[src/rtl/rgb_win_crop.sv]
// Static/dynamic rectangular crop of a demosaiced {B,G,R} pixel stream.
// Define WIN_CROP_DYN_EN to take the window offset from win_x/win_y instead of WIN_X/WIN_Y.
module rgb_win_crop #(
    parameter logic [10:0] RAW_HPIXEL = 11'd1936,
    parameter logic [10:0] RAW_VPIXEL = 11'd1088,
    parameter logic [10:0] OUT_HPIXEL = 11'd640,
    parameter logic [10:0] OUT_VPIXEL = 11'd480,
    parameter logic [10:0] WIN_X      = 11'd500,
    parameter logic [10:0] WIN_Y      = 11'd500
) (
    input  logic        clk,
    input  logic        rstn,
    input  logic        in_href,
    input  logic [23:0] in_rgb,
`ifdef WIN_CROP_DYN_EN
    input  logic [10:0] win_x,
    input  logic [10:0] win_y,
`endif
    output logic        out_valid,
    output logic [23:0] out_rgb,
    output logic        out_sof,
    output logic        out_eol,
    output logic        frame_done
);

    localparam logic [1:0] V_PRE  = 2'd0;
    localparam logic [1:0] V_ACT  = 2'd1;
    localparam logic [1:0] V_POST = 2'd2;

    localparam logic [10:0] MAX_X = RAW_HPIXEL - OUT_HPIXEL;
    localparam logic [10:0] MAX_Y = RAW_VPIXEL - OUT_VPIXEL;

    logic [10:0] src_x, src_y, ld_x, ld_y;
`ifdef WIN_CROP_DYN_EN
    assign src_x = win_x;
    assign src_y = win_y;
`else
    assign src_x = WIN_X;
    assign src_y = WIN_Y;
`endif
    assign ld_x = (src_x > MAX_X) ? MAX_X : src_x;
    assign ld_y = (src_y > MAX_Y) ? MAX_Y : src_y;

    logic [10:0] h_cnt, v_cnt, ax_q, ay_q, ax, ay, x_last, y_last;
    logic [1:0]  state_q, st, st_nxt;
    logic        first, h_end, f_end, win;

    // Until the first pixel after reset, offsets track the source so a
    // reset-time load needs no non-constant async reset value.
    assign ax = first ? ld_x : ax_q;
    assign ay = first ? ld_y : ay_q;
    assign st = first ? ((ld_y == 11'd0) ? V_ACT : V_PRE) : state_q;

    assign x_last = ax + OUT_HPIXEL - 11'd1;
    assign y_last = ay + OUT_VPIXEL - 11'd1;
    assign h_end  = (h_cnt == RAW_HPIXEL - 11'd1);
    assign f_end  = h_end && (v_cnt == RAW_VPIXEL - 11'd1);
    assign win    = in_href && (st == V_ACT) && (h_cnt >= ax) && (h_cnt <= x_last);

    always_comb begin
        st_nxt = st;
        if (in_href && h_end) begin
            if (f_end)
                st_nxt = (ld_y == 11'd0) ? V_ACT : V_PRE;
            else begin
                case (st)
                    V_PRE:   if (v_cnt + 11'd1 == ay) st_nxt = V_ACT;
                    V_ACT:   if (v_cnt == y_last)     st_nxt = V_POST;
                    default: st_nxt = st;
                endcase
            end
        end
    end

    always_ff @(posedge clk or negedge rstn) begin
        if (!rstn) begin
            h_cnt      <= 11'd0;
            v_cnt      <= 11'd0;
            ax_q       <= 11'd0;
            ay_q       <= 11'd0;
            first      <= 1'b1;
            state_q    <= V_PRE;
            out_valid  <= 1'b0;
            out_rgb    <= 24'd0;
            out_sof    <= 1'b0;
            out_eol    <= 1'b0;
            frame_done <= 1'b0;
        end else begin
            state_q <= st_nxt;
            if (first || (in_href && f_end)) begin
                ax_q <= ld_x;
                ay_q <= ld_y;
            end
            if (in_href) begin
                first <= 1'b0;
                if (h_end) begin
                    h_cnt <= 11'd0;
                    v_cnt <= f_end ? 11'd0 : v_cnt + 11'd1;
                end else begin
                    h_cnt <= h_cnt + 11'd1;
                end
            end
            out_valid  <= win;
            out_rgb    <= win ? in_rgb : 24'd0;
            out_sof    <= win && (h_cnt == ax) && (v_cnt == ay);
            out_eol    <= win && (h_cnt == x_last);
            frame_done <= in_href && f_end;
        end
    end

endmodule

[config.mk]
export PLATFORM = sky130hd
export DESIGN_NAME = rgb_win_crop
export DESIGN_NICKNAME = d
export VERILOG_FILES = /design/src/rtl/rgb_win_crop.sv
export SDC_FILE = /design/constraint.sdc
export NUM_CORES = 1
export LEC_CHECK = 0
export CORE_UTILIZATION = 54
export CTS_BUF_LIST = sky130_fd_sc_hd__clkbuf_2 sky130_fd_sc_hd__clkbuf_4 sky130_fd_sc_hd__clkbuf_8
export DETAILED_ROUTE_END_ITERATION = 12
export GPL_TIMING_DRIVEN = 0
export PLACE_DENSITY = 0.85
export REMOVE_ABC_BUFFERS = 1
export SYNTH_ARGS = -nofsm -noshare
export SYNTH_HDL_FRONTEND = slang
export SYNTH_SLANG_ARGS = --single-unit
[constraint.sdc]
create_clock -name clk -period 2.9 [get_ports clk]
set_input_delay 0.58 -clock clk [delete_from_list [all_inputs] [get_ports clk]]
set_output_delay 0.58 -clock clk [all_outputs]
set_load 0.01 [all_outputs]
Word-level counts from Yosys, hierarchy flattened
Cells that the tools add are included.
{"block": "totals", "reg_bits": 54, "in_bits": 27}
{"block": "op_classes", "n_addsub": 6, "order_cmp": 2, "n_eq_ne": 8, "mux": 10, "reduce_logical": 12}
{"cell": "$eq A11 B9 Y1", "n": 3}
{"cell": "$mux W24", "n": 1}
{"cell": "$add A11 B1 Y11 const B", "n": 2}
{"cell": "$eq A11 B11 Y1", "n": 2}
{"cell": "$eq A11 B11 Y1 const B", "n": 2}
{"cell": "$mux W11", "n": 2}
{"cell": "$add A9 B10 Y11 const B", "n": 1}
{"cell": "$ge A11 B9 Y1", "n": 1}
{"cell": "$le A11 B11 Y1", "n": 1}
{"cell": "$sub A10 B1 Y11 const B", "n": 1}
{"cell": "$sub A11 B1 Y11 const B", "n": 1}
{"cell": "$add A9 B9 Y10 const B", "n": 1}
{"cell": "$mux W2", "n": 5}
{"cell": "$logic_and A1 B1 Y1", "n": 9}
{"cell": "$mux W9", "n": 1}
{"cell": "$pmux W2 S2", "n": 1}
{"cell": "$eq A2 B1 Y1 const B", "n": 1}
{"cell": "$logic_not A2 Y1", "n": 1}
{"cell": "$reduce_and A2 Y1", "n": 1}
{"cell": "$logic_or A1 B1 Y1", "n": 1}

Logic depth before layout (Yosys ltp)
Gate-level depths: netlist (run 1).
{"block": "logic_depth", "word_depth": 8, "mapped_depth": 10}

Worst setup path before layout (run 1)
Ideal clock, no wire load.
{"block": "synth_timing", "kind": "register to register", "startpoint": "reg first", "endpoint": "reg out_rgb[13]", "setup_ps": 127, "arrival_ps": 2530, "required_time_ps": 2773, "path_slack_ps": 244, "path_stages_with_launch": 11, "n_path_buf": 2, "period_less_slack_ps": 2656, "cell_sequence": "dfstp_2 or2_1 clkbuf_1 inv_1 ha_1 nand4_1 nor3_2 or4_1 a21oi_2 buf_4 nor3_2"}
{"block": "synth_via", "elab_chain_cells": 6, "elab_cells_between_ends": 11}
{"item": "from (decl)", "line": "46", "text": "logic first, h_end, f_end, win;"}
{"item": "from (signal assigned)", "line": "81", "text": "first <= 1'b1;"}
{"item": "from (signal assigned)", "line": "95", "text": "first <= 1'b0;"}
{"item": "$mux W9 / $mux W2 (equally long branches)"}
{"item": "$add A9 B10 Y11 / $eq A2 B1 Y1 (equally long branches)", "line": "54, 58"}
{"item": "$sub A11 B1 Y11 / $logic_and A1 B1 Y1 (equally long branches)", "line": "54, 58"}
{"item": "$le A11 B11 Y1 / $logic_and A1 B1 Y1 (equally long branches)", "line": "58", "text": "assign win = in_href && (st == V_ACT) && (h_cnt >= ax) && (h_cnt <= x_last);"}
{"item": "$logic_and A1 B1 Y1 (*)", "line": "58"}
{"item": "$mux W24 (*)", "line": "104", "text": "out_rgb <= win ? in_rgb : 24'd0;"}
{"item": "to (signal assigned)", "line": "104"}
{"item": "to (decl)", "line": "20", "text": "output logic [23:0] out_rgb,"}
Every way passes the cells marked *; elsewhere a longest branch is shown, timed or not.
A chain may end at the register's enable or synchronous reset.

Final worst setup path (run 1)
{"block": "layout_timing", "startpoint": "reg first", "endpoint": "reg out_sof"}
{"block": "layout_via", "elab_chain_cells": 7, "elab_cells_between_ends": 14}
{"item": "$mux W9 / $mux W2 (equally long branches)", "line": "51, 52"}
{"item": "$add A9 B10 Y11 / $eq A2 B1 Y1 (equally long branches)", "line": "54, 58"}
{"item": "$sub A11 B1 Y11 / $logic_and A1 B1 Y1 (equally long branches)", "line": "54, 58"}
{"item": "$le A11 B11 Y1 / $logic_and A1 B1 Y1 (equally long branches)", "line": "58"}
{"item": "$logic_and A1 B1 Y1", "line": "58"}
{"item": "$logic_and A1 B1 Y1", "line": "105", "text": "out_sof <= win && (h_cnt == ax) && (v_cnt == ay);"}
{"item": "$logic_and A1 B1 Y1 (*)", "line": "105"}
{"item": "to (signal assigned)", "line": "105"}
{"item": "to (decl)", "line": "21", "text": "output logic out_sof,"}
Marked as above.

==> out/qor.yml, run 1 <==
status: "completed"
top_usage_layer: "met2"
htree_levels: 2
crit_start: "first"
combPwrFrac: 0.147
path_class: "flop to flop"
fin_area_um2: 3700
final_cell_mix: "53 x dfrtp_1, 53 x clkdlybuf4s50_1, 48 x nand2_1"
cts_root_buf: "clkbuf_8"
slew_violations: 0
rsz0062_at_grt: "false"
die_area_um2: 5700
via_per_inst: 5.79
pwr-share-seq: 0.533
area_growth_pct: 27.0
use_met3: 0.0556
finalNetCount: 391
p_per_area_nw_per_um2: 433
end_kind: "flop"
min_period_over_period: 0.941
dp_hpwl_um: 4510
ys_warn_count: 0
crit_family: "compound AO/OA/AOI/OAI gates"
drt_iter0_markers: 158
max_stage_delay_ns: 0.76
async_flop_share: 1.00
max_slew_margin: 0.377
ys.flop_type: "dfrtp_1"
path_depth: 7
power.leakage_nw: 1.49
clock.fmax_ghz: 0.366
min_period_ns: 2.73
p_sw_mw: 0.428
syn_area_um2: 2920
grtUsageTotal: 0.253
skew_ns: 0.00700
tightestPinTransition_ns: 0.932
rows: 26
cts_buffers: 5
critPathBufInv: 1
clk_pin_slew_ns: 0.10
power_frac_clock: 0.320
finalSetupTns_ns: 0
die_x_um: 75.5
synth_cells: 295
synth_edf_count: 0
wl_per_cell_um: 16.2
num_antenna_cells: 0
antenna_found_initial: 0
cts.sinks: 54
postCtsHoldBufs: 0
place_area_um2: 3510
grt.overflow.total: 0
port_buffers: 54
avgSynthCellArea_um2: 9.88
r2r_slack_ns: 0.17
drive_above_1_share: 0.143
path_cells: "or2_4 > inv_1 > ha_1 > nand3_1 > o21bai_1 > a21oi_4 > nor4b_1"
r2r_cells: 7
ant_nets: 0
drc_errors: 0
irDropWorstVdd_v: 0.000265
cts_tree: "yes"
finalHoldViolCount: 0
gp_congestion: 0.889
ys_seq_elements: 54
route.vias.total: 2433
grt_pass1_vias: 2209
worst_path_max_delay_cell: "a21oi_4"
netSwitchingFraction: 0.267
insertion_delay_ns: 0.31
max-cap-violations: 0
routed_wl_um: 6800
die_y_um: 75.5
cts_buffer_depth: 2
endpoint: "out_sof"
core_area_um2: 5140
grt_max_degree: 30
final_util: 0.720
grt.met1_usage: 0.345
intPower_mw: 1.18
synth_seq_area_share: 0.464
dr.pass1.iters: 4
critPathMaxFanout: 26
arrival_ns: 2.89
grtUsageMet2: 0.401
rr_endpoint: "out_sof"
setup_viol: 0
start_kind: "flop"
reg2reg_from: "first"
min_path_type: "input pin to async pin"
initial_utilization: 0.567
ios: 55
synth.distinct_cells: 57
grt_pass1_wl_um: 10800
required_ns: 3.06
[layout make-up]
cell class                 count  area [µm²]
timing repair buffer          58         603
multi-input combinational    220        1510
clock buffer                   6        76.3
tap                           70        87.6
sequential                    54        1350
inverter                      10        37.5
clock inverter                 2        37.5
fill                         377        1440
[through the flow]
step | setup WS, ns | power (mW) | cells | hold WS (ns)
floorplan | -0.152 | 0.997 | 283 | 0.284
global placement | -0.626 | 1.08 | 407 | 0.514
detailed placement | -0.283 | 1.09 | 408 | 0.523
CTS | 0.232 | 1.61 | 420 | 0.294
global route | 0.0225 | 1.68 | 420 | 0.319
finish | 0.171 | 1.60 | 420 | 0.266
[routing by layer]
layer | part of all wire | vias up | wire (µm)
li1 | - | 1158 | -
met1 | 0.43 | 1153 | 2930
met2 | 0.47 | 106 | 3160
met3 | 0.081 | 16 | 552
met4 | 0.022 | 0 | 152
met5 | 0 | - | 0
[sequential cells by signal, indices dropped and copies added (netlist names)]
name and cells:
out_valid 1, out_sof 1, v_cnt 11, ay_q 1
out_rgb 24, frame_done 1, h_cnt 11, state_q 2
out_eol 1, first 1
[worst min path at each step]
stage          startpoint          end  slack (ns)  cells after the start
2_1_floorplan        rstn      ay_q[2]        0.28                      0
3_3_place_gp        first        first        0.51                      1
3_5_place_dp        first        first        0.52                      1
4_1_cts              rstn  out_rgb[17]        0.29                      1
5_1_grt              rstn  out_rgb[17]        0.32                      1
6_report             rstn      out_eol        0.27                      1
[worst reg2reg max path, cell delays in order, from the launching register on]
cell and delay (ns):
dfstp_2 0.62, or2_4 0.22, inv_1 0.16, ha_1 0.34, nand3_1 0.11, o21bai_1 0.22, a21oi_4 0.76, nor4b_1 0.14
[cell usage after synthesis, types with 2 or more instances]
master | number | area [µm²]
a31oi_1 | 2 | 12.5
xor2_1 | 3 | 26.3
clkbuf_1 | 5 | 18.8
ha_1 | 15 | 188
nor3_2 | 20 | 200
nand3_1 | 11 | 55.1
dfrtp_1 | 53 | 1330
nand4_1 | 5 | 31.3
nand4_2 | 2 | 25.0
o21a_1 | 3 | 22.5
a21oi_2 | 2 | 17.5
xnor2_1 | 8 | 70.1
or4_1 | 3 | 22.5
a21oi_1 | 7 | 35.0
nor2b_1 | 6 | 37.5
nor3b_1 | 3 | 22.5
a22o_1 | 2 | 17.5
o21ai_0 | 13 | 65.1
buf_2 | 5 | 25.0
nand2_1 | 48 | 180
inv_1 | 10 | 37.5
nor2_1 | 16 | 60.1
o41ai_1 | 2 | 17.5
nor3_1 | 11 | 55.1
o21bai_1 | 2 | 15.0
nor4_1 | 4 | 25.0
buf_4 | 2 | 15.0
or3_1 | 3 | 18.8
[power groups by stage]
stage	sequential [mW]	clock (mW)	combinational, mW
floorplan	0.851	0	0.146
global placement	0.865	0	0.218
detailed placement	0.868	0	0.227
CTS	0.853	0.522	0.236
global route	0.862	0.552	0.267
finish	0.855	0.513	0.236
[logic make-up after synthesis]
kind of cell | share of synthesized area
compound gates | 0.100
xor+xnor | 0.0330
fa+ha+maj | 0.0644
buf+inv | 0.0330
flops | 0.464
mux | 0.00386
simple gates | 0.301
[what timing repair did]
action,4_1_cts,5_1_grt
setup endpoints to repair,27,0
buffers inserted,3,0
endpoints found under the hold margin,0,0
gates resized for setup,3,0
Power figures use the tool's default switching activity.
==> inputs of run 2 (changes only) <==
SKIP_LAST_GASP = 1   (was not set)
==> out/qor.yml, run 2 (synthesized netlist as in run 1, its figures left out) <==
drive_above_1_share: 0.145  # +0.00244
insertion_delay_ns: 0.31  # about the same
pwr-share-seq: 0.531  # -0.002
htree_levels: 2  # unchanged
rows: 26  # unchanged
cts_buffer_depth: 2  # unchanged
cts.sinks: 54  # unchanged
finalNetCount: 392  # +0.26%
reg_top3: "out_rgb x24, h_cnt x11, v_cnt x11"
num_antenna_cells: 0  # unchanged
p_sw_mw: 0.432  # +0.96%
cts_tree: "yes"
min_period_over_period: 0.927  # -0.0142
combPwrFrac: 0.150  # +0.003
start_kind: "input pin"
drt_iter0_markers: 163  # +3.2%
core_area_um2: 5140  # unchanged
skew_ns: 0.00621  # -0.000788 ns
max_stage_delay_ns: 0.71  # -0.05 ns
port_buffers: 54  # unchanged
intPower_mw: 1.18  # about the same
largest_reg_flops: 24  # unchanged
area_growth_pct: 27.8
grt_pass1_vias: 2197  # -0.54%
tightestPinTransition_ns: 0.906  # -0.0260 ns
cts_root_buf: "clkbuf_8"
rsz0062_at_grt: "false"
die_area_um2: 5700  # unchanged
arrival_ns: 2.90  # about the same
worst_path_max_delay_cell: "clkdlybuf4s50_1"
min_path_type: "input pin to async pin"
antenna_found_initial: 0  # unchanged
initial_utilization: 0.567  # unchanged
final_util: 0.725  # +0.00487
end_kind: "flop"
pre_cts_ws_ns: -0.283  # unchanged
dp_hpwl_um: 4510  # unchanged
power.leakage_nw: 1.49  # +0.22%
wl_per_cell_um: 16.5  # +1.8%
required_ns: 3.11  # +0.05 ns
grt_pass1_wl_um: 10800  # +0.13%
reg2reg_from: "first"
gp_congestion: 0.889  # unchanged
max_slew_margin: 0.396  # +0.0187
slew_violations: 0  # unchanged
postCtsHoldBufs: 0  # unchanged
clk_pin_slew_ns: 0.10  # about the same
finalHoldViolCount: 0  # unchanged
min_period_ns: 2.69  # -0.0410 ns
die_y_um: 75.5  # unchanged
rr_endpoint: "out_rgb[21]"
regMostFlops: "out_rgb"
grt_max_degree: 30  # unchanged
irDropWorstVdd_v: 0.000265  # about the same
grtUsageTotal: 0.253  # +0.000284
ios: 55  # unchanged
cts_buffers: 5  # unchanged
max-cap-violations: 0  # unchanged
r2r_slack_ns: 0.26  # +0.09 ns
via_per_inst: 5.83  # +0.62%
final_cell_mix: "53 x dfrtp_1, 53 x clkdlybuf4s50_1, 48 x nand2_1"
setup_ws_ns: 0.212  # +0.0410 ns
setup_viol: 0  # unchanged
p_per_area_nw_per_um2: 432  # -0.37%
stdcell_count: 421  # +0.24%
p_total_mw: 1.61  # +0.30%
power_frac_clock: 0.318  # -0.002
path_cells: "clkdlybuf4s50_1 > nand4_2 > nor3_4 > nand2_2 > o32a_1 > nor4_2"
placed_cells: 408  # unchanged
grt.overflow.total: 0  # unchanged
die_x_um: 75.5  # unchanged
routed_wl_um: 6940  # +2.0%
status: "completed"
clock.fmax_ghz: 0.372  # +1.5%
dr.pass1.iters: 4  # unchanged
hold_ws_ns: 0.271  # +0.00540 ns
crit_family: "simple AND/OR/NAND/NOR gates"
path_class: "input pin to flop"
critPathBufInv: 1  # unchanged
r2r_cells: 9  # +2
route.vias.total: 2454  # +0.86%
critPathMaxFanout: 15  # -42%
ant_nets: 0  # unchanged
drc_errors: 0  # unchanged
netSwitchingFraction: 0.269  # +0.00177
[run 2: per-layer routing]
metal | global-route usage | vias up | routed length, µm
li1 | - | 1159 | -
met1 | 0.345 | 1177 | 3000
met3 | 0.0569 | 10 | 548
met5 | 0 | - | 0
met2 | 0.402 | 108 | 3280
met4 | 0.0864 | 0 | 114
[run 2: how the worst max path moves through the flow]
stage                        endpoint  cells after the start  slack (ns)     from
after global routing       state_q[0]                      6        0.08  in_href
after global placement    out_rgb[23]                      8       -0.63    first
after detailed placement  out_rgb[23]                      8       -0.28    first
final                      state_q[0]                      6        0.21  in_href
after CTS                     out_sof                      7      -0.009    first
after floorplan            out_rgb[0]                      8       -0.15    first
[run 2: stage by stage]
stage	TNS, ns	area [µm²]
2_1_floorplan	-3.07	2860
5_1_grt	0	3730
4_1_cts	-0.0124	3700
3_5_place_dp	-6.08	3510
3_3_place_gp	-32.07	3480
6_report	0	3730
[run 2: layout make-up]
type / count / area, µm²
fillers: 369 / 1410
clock buffers: 6 / 76.3
inverters: 10 / 37.5
flip-flops and latches: 54 / 1350
well taps: 70 / 87.6
multi-input cells: 221 / 1530
clock inverters: 2 / 37.5
repair buffers: 58 / 603
[run 2: timing repair]
action,4_1_cts,5_1_grt
pin swaps,0,1
endpoints found under the setup margin,27,27
resized for setup,2,4
buffers inserted,3,0
gates cloned,1,1
[run 2: power by group through the flow]
| stage | clock network [mW] | registers, mW | logic, mW |
|---|---|---|---|
| 2_1_floorplan | 0 | 0.851 | 0.146 |
| 3_3_place_gp | 0 | 0.865 | 0.218 |
| 3_5_place_dp | 0 | 0.868 | 0.227 |
| 4_1_cts | 0.522 | 0.853 | 0.236 |
| 5_1_grt | 0.553 | 0.862 | 0.272 |
| 6_report | 0.512 | 0.855 | 0.242 |
==> inputs of run 3 (changes only) <==
CORE_UTILIZATION = 50   (was 54)
PLACE_DENSITY = 0.8   (was 0.85)
==> out/qor.yml, run 3 (synthesized netlist as in run 1, its figures left out) <==
irDropWorstVdd_v: 0.000277  # +4.4%
path_cells: "clkdlybuf4s50_1 > nand4_2 > nor3_4 > nand2_2 > o32a_1 > nor4_2"
slew_violations: 0  # unchanged
cts_tree: "yes"
grt_pass1_vias: 2353  # +7.1%
p_per_area_nw_per_um2: 437  # +1.1%
routed_wl_um: 6860  # -1.2%
via_per_inst: 5.72  # -1.9%
regMostFlops: "out_rgb"
clk_pin_slew_ns: 0.10  # about the same
path_class: "input pin to flop"
multi_input_area_um2: 1530  # unchanged
final-seq-area_um2: 1350  # unchanged
core_area_um2: 5570  # +8.4%
largest_reg_flops: 24  # unchanged
clock.fmax_ghz: 0.378  # +1.6%
stdcell_count: 423  # +0.48%
start_kind: "input pin"
worst_path_max_delay_cell: "clkdlybuf4s50_1"
cts.sinks: 54  # unchanged
rows: 27  # +3.8%
drt_iter0_markers: 113  # -31%
grt.overflow.total: 0  # unchanged
grtUsageTotal: 0.234  # -0.0186
critPathMaxFanout: 15  # unchanged
arrival_ns: 2.86  # -0.04 ns
min_path_type: "input pin to async pin"
finalSetupTns_ns: 0  # unchanged
cts_buffers: 5  # unchanged
ant_nets: 0  # unchanged
cts_root_buf: "clkbuf_8"
dp_hpwl_um: 4530  # +0.31%
cts_buffer_depth: 2  # unchanged
max_slew_margin: 0.374  # -0.0215
insertion_delay_ns: 0.32  # about the same
fin_area_um2: 3720  # -0.20%
max-cap-violations: 0  # unchanged
antenna_found_initial: 0  # unchanged
num_antenna_cells: 0  # unchanged
fill_cells: 433  # +17%
required_ns: 3.12  # about the same
skew_ns: 0.0103  # +0.00405 ns
initial_utilization: 0.523  # -0.0442
end_kind: "flop"
critPathBufInv: 1  # unchanged
ios: 55  # unchanged
gp_congestion: 0.868  # -2.3%
drive_above_1_share: 0.145  # unchanged
status: "completed"
reg_top3: "out_rgb x24, h_cnt x11, v_cnt x11"
port_buffers: 54  # unchanged
die_x_um: 78.4  # +3.8%
place_area_um2: 3520  # about the same
finalNetCount: 392  # unchanged
drc_errors: 0  # unchanged
finalHoldViolCount: 0  # unchanged
min_period_over_period: 0.912  # -0.0149
power.leakage_nw: 1.49  # -0.17%
rsz0062_at_grt: "false"
final_cell_mix: "53 x dfrtp_1, 53 x clkdlybuf4s50_1, 48 x nand2_1"
area_growth_pct: 27.6
wl_per_cell_um: 16.2  # -1.6%
route.vias.total: 2418  # -1.5%
die_y_um: 78.4  # +3.8%
grt_max_degree: 42  # +40%
p_total_mw: 1.62  # +0.92%
min_period_ns: 2.64  # -0.0433 ns
grt_pass1_wl_um: 11300  # +4.0%
final_util: 0.667  # -0.0578
crit_family: "simple AND/OR/NAND/NOR gates"
dr.pass1.iters: 4  # unchanged
tightestPinTransition_ns: 0.938  # +0.0322 ns
setup_viol: 0  # unchanged
max_stage_delay_ns: 0.68  # -0.03 ns
htree_levels: 2  # unchanged
die_area_um2: 6140  # +7.8%
placed_cells: 410  # +0.49%
-- run 3: area by class of cell --
class                   instances  share of cell area
multi-input cells             221               0.412
flip-flops and latches         54               0.364
repair buffers                 58               0.159
well taps                      72              0.0242
clock buffers                   5              0.0185
clock inverters                 3              0.0128
inverters                      10              0.0101
-- run 3: routing by layer --
layer,global-route usage,wire length [µm]
met5,0,0
met4,0.0889,108
met3,0.0384,410
met2,0.385,3280
met1,0.311,3060
-- run 3: worst paths after layout --
check	endpoint	start	slack (ns)	cells after the start
worst max-delay path	state_q[0]	in_href	0.26	6
worst min-delay path	out_rgb[18]	rstn	0.16	1
worst max register to register	out_valid	first	0.31	9
worst min register to register	first	first	0.54	1
max in group asynchronous	first	rstn	2.15	2
min in group clk	first	first	0.54	1
-- run 3: worst register-to-register path: cells and delay by family (launching register included) --
kind            cells  cell delay [ns]
fa+ha+maj           1             0.34
flops               1             0.61
buf+inv             2             0.33
compound gates      1             0.19
simple gates        5             1.00
-- run 3: where the power goes --
part | switching, mW | leakage, nW | internal (mW) | total, mW
Sequential | 0.0662 | 0.714 | 0.790 | 0.856
Combinational | 0.120 | 0.718 | 0.121 | 0.242
Clock | 0.265 | 0.0587 | 0.262 | 0.527
-- run 3: through the flow --
stage                     hold slack [ns]  setup WS, ns
after floorplan                     0.284        -0.152
after global placement              0.512        -0.643
after detailed placement            0.506        -0.338
after CTS                           0.165       -0.0494
after global routing                0.173         0.104
final                               0.159         0.255
-- run 3: repair_timing --
item / CTS / global route
hold buffers: 0 / 0
setup buffers: 3 / 0
pin swaps: 0 / 1
endpoints found under the setup margin: 27 / 27
gates cloned: 1 / 1
gates resized for setup: 2 / 4
